==> config.mk <==
export PLATFORM = sky130hd
export DESIGN_NAME = serial_word_tx
export DESIGN_NICKNAME = d
export VERILOG_FILES = /design/src/rtl/serial_word_tx.sv
export SDC_FILE = /design/constraint.sdc
export NUM_CORES = 1
export LEC_CHECK = 0
export CORE_ASPECT_RATIO = 1.5
export CORE_MARGIN = 1
export CORE_UTILIZATION = 30
export CTS_CLUSTER_DIAMETER = 40
export DETAILED_ROUTE_END_ITERATION = 6
export HOLD_SLACK_MARGIN = 0.12
export PLACE_DENSITY = 0.5
export SYNTH_ARGS = -nofsm -noshare
export SYNTH_HDL_FRONTEND = slang
export SYNTH_SLANG_ARGS = --single-unit
==> constraint.sdc <==
create_clock -name t_clk -period 2.2 [get_ports t_clk]
set_input_delay 0.44 -clock t_clk [delete_from_list [all_inputs] [get_ports t_clk]]
set_output_delay 0.44 -clock t_clk [all_outputs]
set_load 0.01 [all_outputs]
==> src/rtl/serial_word_tx.sv <==
// serial_word_tx: valid/ready parallel-to-serial transmitter, LSB first, with sof/eof markers
// and optional on-the-fly two's complement (copy up to and including the first one, then invert).
module serial_word_tx #(
    parameter int W   = 8,
    parameter int GAP = 1
) (
    input  logic         t_clk,
    input  logic         r,
    input  logic [W-1:0] in_data,
    input  logic         in_neg,
    input  logic         in_valid,
    output logic         in_ready,
    output logic         ser_o,
    output logic         ser_vld,
    output logic         ser_sof,
    output logic         ser_eof,
    output logic         busy
);
    localparam int CW = $clog2(W);
    localparam int GW = GAP > 1 ? $clog2(GAP) : 1;

    typedef enum logic [1:0] {IDLE, SHIFT, GAPS} state_t;

    state_t        state;
    logic [W-1:0]  sr;
    logic          neg;
    logic          seen_one;
    logic [CW-1:0] cnt;
    logic [GW-1:0] gcnt;
    logic          b;

    assign in_ready = r & (state == IDLE);
    assign b        = sr[0];

    // Bit 0 is driven straight from in_data on acceptance, so sr holds the bits still to go
    // and seen_one already accounts for bit 0.
    always_ff @(posedge t_clk or negedge r) begin
        if (!r) begin
            state    <= IDLE;
            sr       <= '0;
            neg      <= 1'b0;
            seen_one <= 1'b0;
            cnt      <= '0;
            gcnt     <= '0;
            ser_o    <= 1'b0;
            ser_vld  <= 1'b0;
            ser_sof  <= 1'b0;
            ser_eof  <= 1'b0;
            busy     <= 1'b0;
        end else begin
            case (state)
                IDLE: if (in_valid) begin
                    state    <= SHIFT;
                    sr       <= in_data >> 1;
                    neg      <= in_neg;
                    seen_one <= in_data[0];
                    cnt      <= '0;
                    ser_o    <= in_data[0];
                    ser_vld  <= 1'b1;
                    ser_sof  <= 1'b1;
                    ser_eof  <= 1'b0;
                    busy     <= 1'b1;
                end
                SHIFT: if (cnt == CW'(W - 1)) begin
                    ser_o   <= 1'b0;
                    ser_vld <= 1'b0;
                    ser_sof <= 1'b0;
                    ser_eof <= 1'b0;
                    gcnt    <= '0;
                    state   <= GAP > 0 ? GAPS : IDLE;
                    busy    <= GAP > 0;
                end else begin
                    ser_o    <= (neg & seen_one) ? ~b : b;
                    seen_one <= seen_one | b;
                    sr       <= sr >> 1;
                    cnt      <= cnt + 1'b1;
                    ser_sof  <= 1'b0;
                    ser_eof  <= cnt == CW'(W - 2);
                end
                GAPS: if (gcnt == GW'(GAP - 1)) begin
                    state <= IDLE;
                    busy  <= 1'b0;
                end else begin
                    gcnt <= gcnt + 1'b1;
                end
                default: state <= IDLE;
            endcase
        end
    end
endmodule

==> results of run 1 <==
[cells in the final DEF, fill, tap and decap left out, types with 2 or more instances in the layout]
master                            Yosys  routed
sky130_fd_sc_hd__and2_1               2       2
sky130_fd_sc_hd__nor3b_4              2       2
sky130_fd_sc_hd__a31oi_1              6       6
sky130_fd_sc_hd__ha_1                 4       4
sky130_fd_sc_hd__a21o_1               2       2
sky130_fd_sc_hd__nand2_1             24      24
sky130_fd_sc_hd__nor2_1               3       3
sky130_fd_sc_hd__dfrtp_1             19      19
sky130_fd_sc_hd__clkdlybuf4s50_1      0      17
sky130_fd_sc_hd__buf_4                1       4
sky130_fd_sc_hd__a22o_1               2       2
sky130_fd_sc_hd__nor3_1               7       7
sky130_fd_sc_hd__clkbuf_8             0       3
[cells by family (layout without fill, tap and decap cells)]
group | Yosys count | in the layout
adder cells (fa/ha/maj) | 4 | 4
AO/OA/AOI/OAI | 16 | 16
multiplexers | 2 | 2
flip-flops | 19 | 19
XOR/XNOR | 1 | 1
buffers and inverters | 6 | 27
AND/OR/NAND/NOR | 43 | 43
[area by class of cell]
class / count / share of cell area
Inverter: 2 / 0.00839
Clock buffer: 4 / 0.0377
Multi-Input combinational cell: 66 / 0.347
Tap cell: 39 / 0.0409
Sequential cell: 19 / 0.398
Timing Repair Buffer: 21 / 0.168
[worst register-to-register path, delay by kind of cell (launching register included)]
family	cells	cell delay, ns
simple gates	2	0.39
buf+inv	1	0.21
flops	1	0.40
compound gates	1	0.14
fa+ha+maj	2	0.48
[flip-flops by register name, indices dropped and copies added (netlist names)]
name	flops
busy	1
cnt	3
neg	1
seen_one	1
ser_eof	1
ser_o	1
ser_sof	1
ser_vld	1
sr	7
state	2
[power by group through the flow]
stage               clock (uW)  sequential (uW)  combinational [uW]
detailed placement           0              619                 793
CTS                        253              613                 795
finish                     238              613                 779
global placement             0              615                 788
floorplan                    0              612                 548
global route               258              635                 887
[layer usage]
metal / vias up / wire [um] / global-route usage
met1: 353 / 825 / 0.160
met5: - / 0 / 0
met3: 4 / 45 / 0.0155
met4: 0 / 38 / 0.0667
li1: 359 / - / -
met2: 11 / 992 / 0.221
[final timing paths]
kind                                 startpoint                  end  slack (ns)
max in group asynchronous                     r    sr[1]$_DFFE_PN0P_        1.42
hold / removal              ser_sof$_DFFE_PN0P_  ser_sof$_DFFE_PN0P_        0.48
min in group asynchronous                     r    sr[0]$_DFFE_PN0P_        0.57
hold reg to reg             ser_sof$_DFFE_PN0P_  ser_sof$_DFFE_PN0P_        0.48
setup reg to reg             cnt[1]$_DFFE_PN0P_    sr[3]$_DFFE_PN0P_        0.50
setup / recovery           state[1]$_DFFE_PN0P_             in_ready        0.17
[stage by stage]
step / instance area [um2] / total power (uW) / utilization / hold WS, ns / setup slack, ns
floorplan: 928 / 1160 / - / 0.144 / 0.637
global placement: 1150 / 1400 / 0.394 / 0.462 / 0.167
detailed placement: 1150 / 1410 / 0.394 / 0.473 / 0.162
CTS: 1190 / 1660 / 0.410 / 0.489 / 0.129
global route: 1190 / 1780 / 0.410 / 0.514 / 0.0549
finish: 1190 / 1630 / 0.410 / 0.479 / 0.169
==> flow_summary.ini, run 1 <==
[synthesis]
synthesized_area_fraction_occupied_by_ao_oa_aoi_and_oai_cells = 0.119
mappedNetlistNets = 107
yosys-top-cells-count = sky130_fd_sc_hd__nand2_1 (24), sky130_fd_sc_hd__dfrtp_1 (19), sky130_fd_sc_hd__nor3_1 (7), sky130_fd_sc_hd__a31oi_1 (6), sky130_fd_sc_hd__ha_1 (4)
synth_area_leaders = sky130_fd_sc_hd__dfrtp_1 (51%), sky130_fd_sc_hd__nand2_1 (9.7%), sky130_fd_sc_hd__ha_1 (5.4%)
synth-seq-cells = 19
syn_avg_cell_area_um2 = 10.2
synth_cell_types = 30
yosys.area_share.adder = 0.0539
combinational_family_with_the_most_area_after_synthesis = simple AND/OR/NAND/NOR gates
syn_inst = 91
synth-seq-area-share = 0.512
ys_warn_count = 0
yosys-mux-area-fraction = 0.0229
synth_xor_xnor_area_share = 0.00943
postSynth.asyncResetShare = 1.00
syn-cell-area_um2 = 928
area_fraction_in_and_or_nand_and_nor_cells_after_synthesis = 0.241
synth_edf_count = 0
yosys.cell_count.top_type = sky130_fd_sc_hd__nand2_1
synthDominantCellAreaShare = 0.512
synth_top_area_cell = sky130_fd_sc_hd__dfrtp_1
dominantRegCellSynth = sky130_fd_sc_hd__dfrtp_1

[clocking]
cts_setup_buffers = 0
tritoncts = done
cts_max_level = 1
cts-resized-gates = 0
clkLatencyLatePin_ns = 0.25
ctsHoldBuffers = 0
clk_transition_reported_paths_ns = 0.07
clock-sinks = 19
clk_root_buffer_cell = sky130_fd_sc_hd__clkbuf_8
cts_inserted_buffers = 3
cts.path.max_buffers = 2

[detailed_routing]
first_iter_violations = 11
final_antenna_net_count = 0
remaining_drc_errors = 0
drt_wl_total_mm = 1.90
detail_route.wl_per_cell_um = 12.6
post_detailed_route_via_to_cell_ratio = 4.81
first_pass_iters = 4
routed-via-count = 727

[sta]
max_freq_mhz = 492
setup_total_negative_slack_ns = 0
slew_headroom = 0.639
tightest_slew_ns = 0.540
grt_setup_unrepaired = no
count_of_endpoints_failing_setup_in_the_final_report = 0
timing.final.crit_share = 0.923
hold_viol_final = 0
layout_min_cycle_time_ns = 2.03
clock-skew-final_ns = 0.00137
slew_violations = 0

[final_layout]
multiInputGateArea_um2 = 414
sequential_standard_cell_area_um2 = 475
final-instance-count-excl-fill = 151
final_stage_net_count = 129
drive_above_1_share = 0.116
num_antenna_cells = 0
flow.area_growth_from_synthesis_pct = 28.6
n_fill_cell = 318

[worst_setup_path]
worstPathCellList = nor2_1, and2_1, clkdlybuf4s50_1
path_depth = 3
critical_path_start_end_classification = reg -> out
critPathMaxStageDelay_ns = 0.53
critical_path_peak_fanout = 8
critical_path.top_delay_family = buffers and inverters
timing.critical_path.required_ns = 1.76
crit_path_end_kind = output pin
slowest_stage = sky130_fd_sc_hd__clkdlybuf4s50_1
reg2regPathDepth = 6
cp-start-kind = flip-flop
critical_path_buf_inv_count = 1
critPathArrivalTime_ns = 1.59

[power]
maximum_ir_drop_on_the_vdd_rail_v = 0.000646
power-per-cell-area_nw_per_um2 = 1370
sequentialPowerShare = 0.376
power.static_leakage_uw = 0.000524
power.net_switching_uw = 616
switching_share = 0.378
pwr-share-clk = 0.146
p_int_uw = 1010
share_comb_of_total_power = 0.478

[placed_design]
gp_congestion = 0.758
hpwl_mm = 1.38
dp.cells = 147
numPortBuffers = 17

[die]
fp.dieArea_um2 = 3330
die_x_um = 47.4
die_height_um = 70.1
fp-row-count = 24
starting_density_of_the_core = 0.319
floorplan.core_area_um2 = 2910
floorplan.io_pins = 18

[hold_path]
worst_hold_path.num_cells = 2
timing.hold.worst.class = reg -> reg

[global_route]
grt_start_max_net_pins = 20
wire_length_of_the_first_global_routing_pass_mm = 3.23
grt_pass1_vias = 728
initial_antenna_violation_count = 0
grt.overflow.total = 0
gr-usage-all-layers = 0.133

[outcome]
run_status = finished, final reports clean

[job]
max_cap_violations = 0
No activity file was read; power rests on OpenSTA's default activity.
==> run 2: changes to the inputs <==
--- a/config.mk
+++ b/config.mk
@@ -5,10 +5,10 @@
 export SDC_FILE = /design/constraint.sdc
 export NUM_CORES = 1
 export LEC_CHECK = 0
+export ABC_AREA = 1
 export CORE_ASPECT_RATIO = 1.5
 export CORE_MARGIN = 1
 export CORE_UTILIZATION = 30
-export CTS_CLUSTER_DIAMETER = 40
 export DETAILED_ROUTE_END_ITERATION = 6
 export HOLD_SLACK_MARGIN = 0.12
 export PLACE_DENSITY = 0.5
==> flow_summary.ini, run 2 <==
[outcome]
run_status = finished, final reports clean

[power]
power.static_leakage_uw = 0.000606
share_comb_of_total_power = 0.496
sequentialPowerShare = 0.357
p_int_uw = 964
switching_share = 0.413
power-per-cell-area_nw_per_um2 = 1330
maximum_ir_drop_on_the_vdd_rail_v = 0.000531
power.net_switching_uw = 677
pwr-share-clk = 0.146

[die]
floorplan.io_pins = 18
fp-row-count = 25
die_x_um = 49.0
die_height_um = 72.6
floorplan.core_area_um2 = 3160
starting_density_of_the_core = 0.315
fp.dieArea_um2 = 3560

[hold_path]
timing.hold.worst.class = reg -> reg

[synthesis]
synth_cell_types = 18
synth_top_area_cell = sky130_fd_sc_hd__dfrtp_1
synth_area_leaders = sky130_fd_sc_hd__dfrtp_1 (48%), sky130_fd_sc_hd__nand2_1 (14%), sky130_fd_sc_hd__o21ai_2 (7.9%)
synth_edf_count = 0
synth-seq-cells = 19
yosys-top-cells-count = sky130_fd_sc_hd__nand2_1 (37), sky130_fd_sc_hd__dfrtp_1 (19), sky130_fd_sc_hd__inv_1 (14), sky130_fd_sc_hd__o21ai_2 (9)
syn_inst = 114
postSynth.asyncResetShare = 1.00
synthDominantCellAreaShare = 0.477
ys_warn_count = 0
mappedNetlistNets = 130
syn-cell-area_um2 = 996
synth-seq-area-share = 0.477
yosys.cell_count.top_type = sky130_fd_sc_hd__nand2_1
syn_avg_cell_area_um2 = 8.74
dominantRegCellSynth = sky130_fd_sc_hd__dfrtp_1

[worst_setup_path]
critical_path_peak_fanout = 2
critical_path_start_end_classification = in -> out
critPathArrivalTime_ns = 1.63
crit_path_end_kind = output pin
timing.critical_path.required_ns = 1.76
slowest_stage = sky130_fd_sc_hd__clkdlybuf4s50_1
worstPathCellList = clkdlybuf4s50_1, inv_1, nor2_1, clkdlybuf4s50_1
critPathMostFrequentCell = sky130_fd_sc_hd__clkdlybuf4s50_1
critical_path_buf_inv_count = 3
cp-start-kind = input port
critPathMaxStageDelay_ns = 0.54
critical_path.top_delay_family = buffers and inverters

[clocking]
clkLatencyLatePin_ns = 0.25
cts_max_level = 1
tritoncts = done
clk_transition_reported_paths_ns = 0.07
cts-resized-gates = 0
clk_root_buffer_cell = sky130_fd_sc_hd__clkbuf_8
cts.path.max_buffers = 2
clock-sinks = 19
cts_setup_buffers = 0
cts_inserted_buffers = 3
ctsHoldBuffers = 0

[sta]
grt_setup_unrepaired = no
hold_viol_final = 0
layout_min_cycle_time_ns = 2.07
worst_slack_ns = 0.130
timing.final.crit_share = 0.941
max_freq_mhz = 483
slew_headroom = 0.699
count_of_endpoints_failing_setup_in_the_final_report = 0
hold_ws_ns = 0.471
tightest_slew_ns = 0.447
setup_total_negative_slack_ns = 0
slew_violations = 0
clock-skew-final_ns = 0.00170

[detailed_routing]
drt_wl_total_mm = 1.76
routed-via-count = 737
first_pass_iters = 4
remaining_drc_errors = 0
first_iter_violations = 6
final_antenna_net_count = 0
detail_route.wl_per_cell_um = 10.1
post_detailed_route_via_to_cell_ratio = 4.24

[global_route]
initial_antenna_violation_count = 0
wire_length_of_the_first_global_routing_pass_mm = 3.08
gr-usage-all-layers = 0.119
grt_pass1_vias = 685
grt.overflow.total = 0
grt_start_max_net_pins = 20

[final_layout]
mostFrequentLayoutCell = sky130_fd_sc_hd__nand2_1
flow.area_growth_from_synthesis_pct = 24.2
max_reg_flops = 7
num_antenna_cells = 0
util_after_layout = 0.392
largestRegisters = sr: 7 flops, cnt: 3 flops, state: 2 flops
commonest_cells_after_routing_fill_and_taps_aside = sky130_fd_sc_hd__nand2_1 (37), sky130_fd_sc_hd__dfrtp_1 (19), sky130_fd_sc_hd__clkdlybuf4s50_1 (17)
final_stage_net_count = 151
largest_register = sr
n_fill_cell = 330
drive_above_1_share = 0.164

[job]
max_cap_violations = 0

[placed_design]
gp_congestion = 0.728
place_ws_ns = 0.116
hpwl_mm = 1.32
numPortBuffers = 17
[run 2: cell types whose count changed after synthesis, moves of 3 or more]
cell,change
sky130_fd_sc_hd__a31oi_1,-6
sky130_fd_sc_hd__inv_1,+13
sky130_fd_sc_hd__nand2_1,+13
sky130_fd_sc_hd__nand2_4,+3
sky130_fd_sc_hd__nor2_1,+4
sky130_fd_sc_hd__nor3_1,-7
sky130_fd_sc_hd__o21ai_1,+6
sky130_fd_sc_hd__o21ai_2,+9
[run 2: stage by stage]
step / instance area (um2) / instances / power, uW
4_1_cts: 1240 / 174 / 1670
6_report: 1240 / 174 / 1640
3_5_place_dp: 1190 / 170 / 1430
2_1_floorplan: 996 / 114 / 1260
3_3_place_gp: 1190 / 170 / 1410
5_1_grt: 1240 / 174 / 1810
[run 2: worst min-delay path, stage by stage (launching register included)]
cell,delay (ns)
sky130_fd_sc_hd__dfrtp_1,0.34
sky130_fd_sc_hd__nand2_1,0.05
sky130_fd_sc_hd__nand2_1,0.04
[run 2: worst paths after layout]
kind                                     start  depth (start not counted)                    to  slack, ns
hold reg to reg            ser_vld$_DFFE_PN0P_                          2   ser_vld$_DFFE_PN0P_       0.47
setup / recovery                             r                          4              in_ready       0.13
min in group asynchronous                    r                          2     sr[1]$_DFFE_PN0P_       0.59
setup reg to reg            cnt[1]$_DFFE_PN0P_                          7     sr[3]$_DFFE_PN0P_       0.75
hold / removal             ser_vld$_DFFE_PN0P_                          2   ser_vld$_DFFE_PN0P_       0.47
max in group asynchronous                    r                          2  state[0]$_DFFE_PN0P_       1.41
[run 2: power by group through the flow]
stage | Combinational [uW] | Sequential (uW) | Clock (uW)
CTS | 835 | 588 | 251
floorplan | 657 | 601 | 0
finish | 815 | 586 | 240
global route | 935 | 606 | 265
detailed placement | 832 | 594 | 0
global placement | 823 | 591 | 0
[run 2: cell families (layout without fill, tap and decap cells)]
group,count (synthesis),in the layout,synth area share
simple gates,53,53,0.246
buf+inv,18,38,0.0917
flops,19,19,0.477
fa+ha+maj,4,4,0.0503
compound gates,20,20,0.134
[run 2: layout make-up]
type	count	area, um2	share of cell area
well taps	40	50.0	0.0404
repair buffers	18	178	0.144
flip-flops and latches	19	475	0.384
inverters	16	60.1	0.0485
multi-input cells	77	429	0.347
clock buffers	4	45.0	0.0364
[run 2: metal layers]
layer	track usage	vias up	routed length, um
li1	-	395	-
met1	0.148	323	795
met4	0.0784	0	40
met3	0.0208	4	55
met2	0.188	15	864
met5	0	-	0
==> run 3: changes to the inputs <==
--- a/config.mk
+++ b/config.mk
@@ -5,7 +5,6 @@
 export SDC_FILE = /design/constraint.sdc
 export NUM_CORES = 1
 export LEC_CHECK = 0
-export ABC_AREA = 1
 export CORE_ASPECT_RATIO = 1.5
 export CORE_MARGIN = 1
 export CORE_UTILIZATION = 30
==> results of run 3 <==
No change in the layout: final DEF, timing and power equal those of run 1.
